`src/rtl/riscv_arb_pkg.sv`:
```
// Shared types and defaults for the fetch/data memory arbiter.
// The arbiter honours RISCV_ARB_POSTED_WR_EN for posted writes.
package riscv_arb_pkg;

  typedef enum logic [1:0] {
    IDLE,
    REQ,
    RESP,
    DONE
  } arb_state_t;

  typedef enum logic {
    REQ_I,
    REQ_D
  } req_id_t;

  localparam int unsigned TIMEOUT_DEF = 255;

endpackage

```
`src/rtl/riscv_arb_timer.sv`:
```
// Loadable down-counter; expired is high while enabled at zero.
// Used as the grant/response watchdog of the memory arbiter.
module riscv_arb_timer #(
  parameter int unsigned W = 8
) (
  input  logic         I_clk,
  input  logic         I_rst,
  input  logic         ld,
  input  logic         en,
  input  logic [W-1:0] load_val,
  output logic         expired
);

  logic [W-1:0] cnt;

  always_ff @(posedge I_clk or posedge I_rst) begin
    if (I_rst) begin
      cnt <= '0;
    end else if (ld) begin
      cnt <= load_val;
    end else if (en && cnt != '0) begin
      cnt <= cnt - 1'b1;
    end
  end

  assign expired = en && (cnt == '0);

endmodule

```
`src/rtl/riscv_mem_arbiter.sv`:
```
// Single-port arbiter for fetch and data; data wins (older insn).
// Define RISCV_ARB_POSTED_WR_EN to complete writes on grant.
module riscv_mem_arbiter
  import riscv_arb_pkg::*;
#(
  parameter int unsigned AW      = 32,
  parameter int unsigned TIMEOUT = TIMEOUT_DEF
) (
  input  logic          I_clk,
  input  logic          I_rst,
  input  logic          I_ireq,
  input  logic [AW-1:0] I_iaddr,
  output logic [31:0]   O_idata,
  output logic          O_ivalid,
  input  logic          I_dreq,
  input  logic          I_dwe,
  input  logic [AW-1:0] I_daddr,
  input  logic [31:0]   I_dwdata,
  input  logic [3:0]    I_dwmask,
  output logic [31:0]   O_drdata,
  output logic          O_dvalid,
  output logic          O_stall,
  output logic          O_err,
  output logic          O_mem_req,
  output logic          O_mem_we,
  output logic [AW-1:0] O_mem_addr,
  output logic [31:0]   O_mem_wdata,
  output logic [3:0]    O_mem_wmask,
  input  logic          I_mem_gnt,
  input  logic          I_mem_rvalid,
  input  logic [31:0]   I_mem_rdata
);

`ifdef RISCV_ARB_POSTED_WR_EN
  localparam bit POSTED = 1'b1;
`else
  localparam bit POSTED = 1'b0;
`endif

  localparam int unsigned TW = $clog2(TIMEOUT + 2);
  localparam bit TMO_EN = (TIMEOUT != 0);
  localparam logic [TW-1:0] TLOAD =
    TMO_EN ? TW'(TIMEOUT - 1) : '0;

  arb_state_t state_q, state_d;
  req_id_t    act_q;

  logic i_served, d_served;
  logic ipend, dpend;
  logic expired, tmo, fin;
  logic tmr_ld, tmr_en;

  assign ipend   = I_ireq & ~i_served;
  assign dpend   = I_dreq & ~d_served;
  assign O_stall = ipend | dpend;

  assign tmr_ld = (state_d != state_q);
  assign tmr_en = TMO_EN &&
                  (state_q == REQ || state_q == RESP);

  riscv_arb_timer #(
    .W(TW)
  ) u_timer (
    .I_clk   (I_clk),
    .I_rst   (I_rst),
    .ld      (tmr_ld),
    .en      (tmr_en),
    .load_val(TLOAD),
    .expired (expired)
  );

  always_comb begin
    state_d = state_q;
    tmo     = 1'b0;
    unique case (state_q)
      IDLE: begin
        if (ipend || dpend) state_d = REQ;
      end
      REQ: begin
        if (I_mem_gnt) begin
          state_d = (O_mem_we && POSTED) ? DONE : RESP;
        end else if (expired) begin
          state_d = DONE;
          tmo     = 1'b1;
        end
      end
      RESP: begin
        if (I_mem_rvalid) begin
          state_d = DONE;
        end else if (expired) begin
          state_d = DONE;
          tmo     = 1'b1;
        end
      end
      DONE:    state_d = IDLE;
      default: state_d = IDLE;
    endcase
  end

  assign fin = (state_d == DONE);

  always_ff @(posedge I_clk or posedge I_rst) begin
    if (I_rst) begin
      state_q     <= IDLE;
      act_q       <= REQ_I;
      i_served    <= 1'b0;
      d_served    <= 1'b0;
      O_idata     <= '0;
      O_drdata    <= '0;
      O_ivalid    <= 1'b0;
      O_dvalid    <= 1'b0;
      O_err       <= 1'b0;
      O_mem_req   <= 1'b0;
      O_mem_we    <= 1'b0;
      O_mem_addr  <= '0;
      O_mem_wdata <= '0;
      O_mem_wmask <= '0;
    end else begin
      state_q  <= state_d;
      O_ivalid <= fin && (act_q == REQ_I);
      O_dvalid <= fin && (act_q == REQ_D);
      O_err    <= tmo;
      // Core advances: next cycle's requests are all new.
      if (!O_stall) begin
        i_served <= 1'b0;
        d_served <= 1'b0;
      end
      if (state_q == IDLE && dpend) begin
        act_q       <= REQ_D;
        O_mem_req   <= 1'b1;
        O_mem_we    <= I_dwe;
        O_mem_addr  <= I_daddr;
        O_mem_wdata <= I_dwdata;
        O_mem_wmask <= I_dwe ? I_dwmask : 4'b0000;
      end else if (state_q == IDLE && ipend) begin
        act_q       <= REQ_I;
        O_mem_req   <= 1'b1;
        O_mem_we    <= 1'b0;
        O_mem_addr  <= I_iaddr;
        O_mem_wdata <= '0;
        O_mem_wmask <= 4'b0000;
      end
      if (state_q == REQ && state_d != REQ) begin
        O_mem_req <= 1'b0;
      end
      if (fin) begin
        if (act_q == REQ_I) begin
          i_served <= 1'b1;
          O_idata  <= tmo ? '0 : I_mem_rdata;
        end else begin
          d_served <= 1'b1;
          if (tmo) begin
            O_drdata <= '0;
          end else if (state_q == RESP && !O_mem_we) begin
            O_drdata <= I_mem_rdata;
          end
        end
      end
    end
  end

endmodule

```
`config.mk`:
```
export PLATFORM = sky130hd
export DESIGN_NAME = riscv_mem_arbiter
export DESIGN_NICKNAME = d
export VERILOG_FILES = /design/src/rtl/riscv_arb_pkg.sv /design/src/rtl/riscv_arb_timer.sv /design/src/rtl/riscv_mem_arbiter.sv
export SDC_FILE = /design/constraint.sdc
export NUM_CORES = 1
export LEC_CHECK = 0
export BUFFER_PORTS_ARGS = -buffer_cell sky130_fd_sc_hd__buf_2
export CORE_AREA = 3 3 114 116
export CTS_BUF_LIST = sky130_fd_sc_hd__clkbuf_4
export CTS_CLUSTER_DIAMETER = 200
export DETAILED_ROUTE_END_ITERATION = 10
export DIE_AREA = 0 0 117 119
export GPL_TIMING_DRIVEN = 0
export PLACE_DENSITY = 0.95
export SYNTH_ARGS = -nofsm -noshare
export SYNTH_HDL_FRONTEND = slang
export SYNTH_SLANG_ARGS = --single-unit
```
`constraint.sdc`:
```
create_clock -name I_clk -period 14.02 [get_ports I_clk]
set_input_delay 2.804 -clock I_clk [delete_from_list [all_inputs] [get_ports I_clk]]
set_output_delay 2.804 -clock I_clk [all_outputs]
set_load 0.03 [all_outputs]
```
### After elaboration in Yosys (flattened, before gate mapping)

Index checks and enable logic that the tools add are counted.

* bits in registers: 151
* latch bits: 0
* bits in writable memories: 0
* bits in read-only memories: 0
* output and inout bits: 138
* memories kept: 0

* $add $sub $neg: 1
* multiply operators: 0
* divide/modulo/power cells: 0
* magnitude comparators: 0
* eq/ne operators: 6
* shift operators: 0
* multiplexer cells: 33
* bitwise logic cells: 6
* reductions and logical operators: 20

Operator list (number)
* 32-bit 2-to-1 mux: 7
* 9-bit 2-to-1 mux: 2
* 1-bit 2-to-1 mux: 15
* 4-bit 2-to-1 mux: 3
* 9-bit zero test: 1
* 9-bit nonzero test: 1
* 9-bit by 1-bit subtractor with 9-bit output (second input constant): 1
* 1-bit logical AND: 8
* 2-bit 2-to-1 mux: 4
* 2-bit case mux with 4 select lines: 1
* 2-bit equality test (second input constant): 3
* 2-bit nonzero test: 3
* 1-bit NOT: 3
* 3-bit AND reduction: 1
* 3-bit nonzero test: 1
* 1-bit bitwise AND: 2
* 2-bit by 1-bit equality test with 1-bit output (second input constant): 1
* 2-bit zero test: 1
* 1-bit logical OR: 2
* 2-bit by 1-bit inequality test with 1-bit output (second input constant): 1
* 2-bit inequality test: 1
* 1-bit case mux with 2 select lines: 1
* 2-bit AND reduction: 1
* 1-bit zero test: 1
* 1-bit OR: 1

### Longest topological paths before layout

Gate-level depths: netlist (run 1).

* depth after elaboration: 9
* gate-level depth with buffers: 9
* depth with buffers taken out: 8

### Hierarchy

A second synthesis (run 1) with hierarchy kept.

* cell total of the unflattened synthesis: 514
* area, all modules: 6513.7 µm²

By module, submodules not included
* riscv_mem_arbiter: times used 1, cells an instance 443, area an instance 5896.9 µm², seq. area each 3553.4 µm²
* riscv_arb_timer: times used 1, cells an instance 71, area an instance 616.8 µm², seq. area each 225.2 µm²

### Least setup slack after synthesis (run 1)

OpenSTA, ideal clock, no wires.

* path type: input -> output
* start: input port I_ireq
* end: output port O_stall
* data arrival time: 3.180 ns
* data required time: 11.216 ns
* setup slack: 8.036 ns
* cell stages on the path: 2
* buffers on the path: 0
* cell sequence: nand2b_1 nand2_1

* word-level cells in the longest chain between the ends: 2

Ends and longest elaborated chain
* start: declaration: line riscv_mem_arbiter.sv:11 `input logic I_ireq,`
* 1-bit bitwise AND: line riscv_mem_arbiter.sv:53 `assign ipend = I_ireq & ~i_served;`
* 1-bit OR: line riscv_mem_arbiter.sv:55 `assign O_stall = ipend | dpend;`
* end: declaration: line riscv_mem_arbiter.sv:22 `output logic O_stall,`

No other way between the ends.

### Worst setup path after layout (run 1)

Same ends and word-level chain as after synthesis.

==> results.cfg, run 1 <==
[place]
place_area_um2 = 7988
port_buffers = 276
gp_congestion = 0.7826
dp_hpwl_um = 12970

[setup_path]
crit_path_start_kind = input pin
critical_path_class = input pin to primary output
r2r_slack_ns = 10.90
cp-endpoint = O_stall
critical_path_buf_inv_count = 2
critPathCaptureType = primary output
crit_slowest_cell = buf_2
cpLargestDelayFamily = buffers and inverters
r2r_cells = 9
cp_cell_sequence = buf_2 > nand2b_1 > nand2_1 > buf_2
reg2reg_from = state_q[1]
cp_num_cells = 4
startpoint = I_ireq
cp_max_fo = 5
worst_r2r_endpoint = O_drdata[3]
cp_data_required_time_ns = 11.22
worstPathArrival_ns = 3.42
slowest_delay_ns = 0.21
path_common_cell = buf_2

[yosys]
synth_edf_count = 0
syn_area_um2 = 6390
synth-seq-cells = 151
netlist_instances = 502
synthDistinctLibCells = 44
ys_warn_count = 0
syn_avg_cell_area_um2 = 12.73
synth_flop_cell = dfrtp_1
yosysSeqAreaShare_pct = 59.13
async_flop_share_pct = 100.0
syn_nets = 648

[grt]
grt_pass1_wl_um = 26040
grt_max_degree = 80
grt_remaining_overflow = 0
grt_pass1_vias = 5325
antenna_found_initial = 0
grt_usage_pct = 24.16

[timing]
tightest_slew_ns = 0.7285
skew_ns = 0.01292
rsz0062_at_grt = no
final_hold_viol_count = 0
fin_crit_ns = 6.222
max_freq_mhz = 160.7
slew_headroom_pct = 51.44
fin_crit_sh_pct = 44.38
setup_tns_ns = 0
setup_violations = 0
slew_viol_final = 0

[clock_network]
clock-root-buffer = clkbuf_4
cts_resized = 0
h-tree-depth = 4
cts_buffers = 17
insertion_delay_ns = 0.53
hold_buffers = 0
post_cts_buffers = 0
cts_tree = done
cts.sinks = 151
clk_pin_slew_ns = 0.11
cts_buffer_depth = 2

[detailed_routing]
via_count = 5097
vias_per_cell = 5.320
firstDrtPassIters = 4
wire_per_inst_um = 17.40
wl_um = 16670
drt_iter0_markers = 199
ant_nets = 0
drcViolationCount = 0

[die]
coreArea_um2 = 12010
start_util_pct = 53.20
die_area_um2 = 13920
rows = 40
die_y_um = 119
die_w_um = 117
pin_count = 277

[final_layout]
nNetsFinal = 944
final_cell_area_um2 = 8353
drive_above_1_share_pct = 44.14
syn_to_final_growth_pct = 30.72
antennaDiodeCount = 0
layout_commonest_cell = buf_2
final_cell_mix = 279 x buf_2, 151 x dfrtp_1, 39 x mux2_2, 36 x nand2_1, 36 x o21ai_0

[power]
p_leak_nw = 4.394
peakVddDrop_uv = 169.5
power_density_nw_per_um2 = 249.8

[job]
drv_cap = 0

[run_status]
outcome = completed

[worst_hold_path]
min_path_type = register to register
-- registers in the layout, indices dropped and copies added, names as in the netlist, 2 cells and up --
signal,count
O_mem_addr,32
O_mem_wdata,32
u_timer.cnt,9
O_drdata,32
O_idata,32
state_q,2
O_mem_wmask,4
-- final cells by class --
type	instances	area [um2]
Sequential cell	151	3779
Fill cell	883	3659
Multi-Input combinational cell	310	2442
Timing Repair Buffer	277	1409
Clock inverter	14	230.2
Tap cell	147	183.9
Clock buffer	18	135.1
Buffer	29	123.9
Inverter	12	50.05
-- through the flow --
step / hold WS (ns) / utilization, % / std cells / power (W) / setup WS, ns
after floorplan: 0.4406 / - / 502 / 0.001440 / 7.151
after global routing: 0.4990 / 69.54 / 958 / 0.002213 / 7.723
after global placement: 0.4534 / 66.23 / 925 / 0.001733 / 5.681
after detailed placement: 0.4613 / 66.50 / 926 / 0.001777 / 7.796
after CTS: 0.4882 / 69.54 / 958 / 0.002105 / 7.790
final: 0.4819 / 69.54 / 958 / 0.002086 / 7.798
-- worst min path at each step --
stage / cells past startpoint / endpoint / from / slack (ns)
floorplan: 1 / i_served / i_served / 0.44
global placement: 1 / i_served / i_served / 0.45
detailed placement: 1 / i_served / i_served / 0.46
CTS: 1 / i_served / i_served / 0.49
global route: 1 / i_served / i_served / 0.50
finish: 1 / i_served / i_served / 0.48
-- report_power, final --
part | total (W) | switching (W) | internal (W)
Clock | 0.000326 | 0.000148 | 0.000178
Combinational | 0.00103 | 0.000692 | 0.000339
Sequential | 0.000730 | 0.000105 | 0.000625
-- routing by layer --
| layer | vias to the layer above | global-route usage, % | wire length (um) |
|---|---|---|---|
| li1 | 2386 | - | - |
| met1 | 2457 | 27.85 | 6358 |
| met2 | 228 | 41.71 | 8547 |
| met3 | 26 | 7.368 | 1417 |
| met4 | 0 | 9.104 | 344 |
| met5 | - | 0 | 0 |
-- logic make-up (layout without fill, tap and decap cells) --
logic type	count (synthesis)	in the layout	share of synthesized area, %
AND/OR/NAND/NOR	105	105	8.929
buffers and inverters	41	350	2.643
adder cells (fa/ha/maj)	7	7	1.371
XOR/XNOR	8	8	1.097
flip-flops	151	151	59.13
multiplexers	96	96	16.29
AO/OA/AOI/OAI	94	94	10.53
-- Yosys cell counts (all sizes together) (6+ instances only) --
library cell  number  area share [%]
ha                 7             1.4
mux2              64              11
nand2             36             2.1
a22o              33             4.5
mux2i             32             5.0
o21ai             38             3.0
buf               11            0.88
dfrtp            151              59
nand3              9            0.70
xnor2              6            0.82
inv               12            0.70
and2              33             3.2
clkbuf            18             1.1
Note: power is estimated with default switching activity, not from simulation.
==> inputs of run 2 (changes only) <==
Settings changed: ABC_AREA from default to 1, CORE_AREA 3 3 114 116 to 3 3 128 130, DIE_AREA 0 0 117 119 to 0 0 131 133, PLACE_DENSITY 0.95 to 0.86.
Clock period 14.02 ns to 5.35 ns, I/O delays scaled along.
==> results.cfg, run 2 <==
[place]
place_area_um2 = 8531
gp_congestion = 0.8522
dpl.cell_count = 1294
port_buffers = 276
dp_hpwl_um = 16010
dp_slack_ns = 2.331

[timing]
slew_headroom_pct = 44.88
setup_violations = 0
fin_ws_ns = 2.616
tightest_slew_ns = 0.8238
setup_tns_ns = 0
max_freq_mhz = 365.7
fin_crit_sh_pct = 51.11
fin_crit_ns = 2.734
final_hold_viol_count = 0
slew_viol_final = 0
rsz0062_at_grt = no
skew_ns = 0.02020
whs_ns = 0.4876

[grt]
grt_pass1_wl_um = 32590
grt_usage_pct = 23.95
antenna_found_initial = 3
grt_max_degree = 81
grt_remaining_overflow = 0
grt_pass1_vias = 6422

[yosys]
yosys.area.top_type = dfrtp_1
syn_avg_cell_area_um2 = 8.502
yosysSeqAreaShare_pct = 55.14
synth.area.top_cells = dfrtp_1 55%, nand2_1 12%, inv_1 6.4%, o21ai_0 5.4%, nand3_1 5.3%
synth_top_area_share_pct = 55.14
ys_warn_count = 0
netlist_instances = 806
synth_flop_cell = dfrtp_1
synth.most_common_cell = nand2_1
syn_area_um2 = 6853
synthDistinctLibCells = 27
synth_commonest_cells = 222 x nand2_1, 151 x dfrtp_1, 116 x inv_1, 74 x o21ai_0, 73 x nand3_1
syn_nets = 952
async_flop_share_pct = 100.0
synth_edf_count = 0
synth-seq-cells = 151

[clock_network]
hold_buffers = 0
clk_pin_slew_ns = 0.15
cts_tree = done
cts_buffers = 17
post_cts_buffers = 0
cts.sinks = 151
insertion_delay_ns = 0.57
h-tree-depth = 4
cts_resized = 0
clock-root-buffer = clkbuf_4
cts_buffer_depth = 2

[detailed_routing]
wl_um = 21030
drt_iter0_markers = 396
drcViolationCount = 0
wire_per_inst_um = 15.84
ant_nets = 0
firstDrtPassIters = 4
vias_per_cell = 4.904
via_count = 6512

[die]
pin_count = 277
die_area_um2 = 17420
rows = 45
die_y_um = 133
start_util_pct = 44.91
coreArea_um2 = 15260
die_w_um = 131

[setup_path]
worstPathArrival_ns = 1.66
critPathCaptureType = primary output
cp_data_required_time_ns = 4.28
slowest_delay_ns = 0.25
crit_slowest_cell = buf_2
path_common_cell = buf_2
critical_path_class = input pin to primary output
cp_cell_sequence = buf_2 > nand2_2 > nand2_1 > buf_2
cp_max_fo = 4
crit_path_start_kind = input pin

[final_layout]
fillers = 1339
drive_above_1_share_pct = 31.75
final_cell_area_um2 = 8817
stdcell_count = 1328
final_cell_mix = 284 x buf_2, 222 x nand2_1, 151 x dfrtp_1, 115 x inv_1, 74 x o21ai_0
nNetsFinal = 1248
layout_commonest_cell = buf_2
syn_to_final_growth_pct = 28.67

[power]
power_density_nw_per_um2 = 660.8
internal_power_w = 0.002755
seqPwrFrac_pct = 32.6
p_leak_nw = 5.027
combPwrFrac_pct = 55.3
clkPwrFrac_pct = 12.1
swShare_pct = 52.71
p_switching_w = 0.003071
peakVddDrop_uv = 420.7

[job]
drv_cap = 0

[run_status]
outcome = completed

[worst_hold_path]
min_path_type = register to register
==> run 2: kinds of logic (layout without fill, tap and decap cells) <==
| group | Yosys count | in the layout | synth area share [%] |
|---|---|---|---|
| other | 0 | 2 | 0 |
| and+or+nand+nor | 361 | 361 | 22.91 |
| AOI/OAI and AO/OA | 113 | 113 | 9.166 |
| DFF | 151 | 151 | 55.14 |
| xor gates and xnor gates | 7 | 7 | 0.8947 |
| adders and majority gates | 7 | 7 | 1.278 |
| buffers and inverters | 167 | 476 | 10.61 |
==> run 2: path summary, 6_finish.rpt <==
check	startpoint	end	slack (ns)	cells after the start
setup / recovery	I_dreq	O_stall	2.62	4
hold / removal	O_drdata[4]	O_drdata[4]	0.49	2
setup reg to reg	state_q[0]	O_mem_addr[9]	2.78	8
hold reg to reg	O_drdata[4]	O_drdata[4]	0.49	2
max in group asynchronous	I_rst	u_timer.cnt[0]	3.93	3
min in group asynchronous	I_rst	O_err	0.59	2
==> run 2: worst max-delay path, delay by kind of cell <==
family,cells,cell delay (ns)
buffers and inverters,2,0.36
and+or+nand+nor,2,0.24
==> run 2: cell type report <==
| cell class | count | area [um2] | share of cell area (%) |
|---|---|---|---|
| antenna | 2 | 5.005 | 0.05676 |
| buffer | 42 | 257.7 | 2.923 |
| clock buffer | 17 | 127.6 | 1.447 |
| clock inverter | 15 | 153.9 | 1.745 |
| inverter | 125 | 474.2 | 5.378 |
| multi-input combinational | 488 | 2347 | 26.62 |
| sequential | 151 | 3779 | 42.86 |
| tap | 211 | 264.0 | 2.994 |
| timing repair buffer | 277 | 1409 | 15.98 |
==> run 2: stage by stage <==
step                util (%)  power, W
floorplan                  -  0.004108
global placement       55.69  0.005069
detailed placement     55.91  0.005157
CTS                    57.75  0.005865
global route           57.79  0.006241
finish                 57.79  0.005826
==> run 2: routing by layer <==
layer | up-vias | share of wire [%] | GRT usage [%]
met3 | 52 | 10 | 9.608
li1 | 3117 | - | -
met2 | 310 | 48 | 39.76
met5 | - | 0.033 | 0
met4 | 2 | 3.3 | 9.714
met1 | 3031 | 38 | 27.23
==> run 2: power groups by stage <==
| stage | sequential [W] | clock [W] | combinational [W] |
|---|---|---|---|
| after floorplan | 0.00285 | 0 | 0.00126 |
| after global placement | 0.00189 | 0 | 0.00317 |
| after detailed placement | 0.00192 | 0 | 0.00324 |
| after CTS | 0.00190 | 0.000721 | 0.00325 |
| after global routing | 0.00196 | 0.000770 | 0.00351 |
| final | 0.00190 | 0.000704 | 0.00322 |
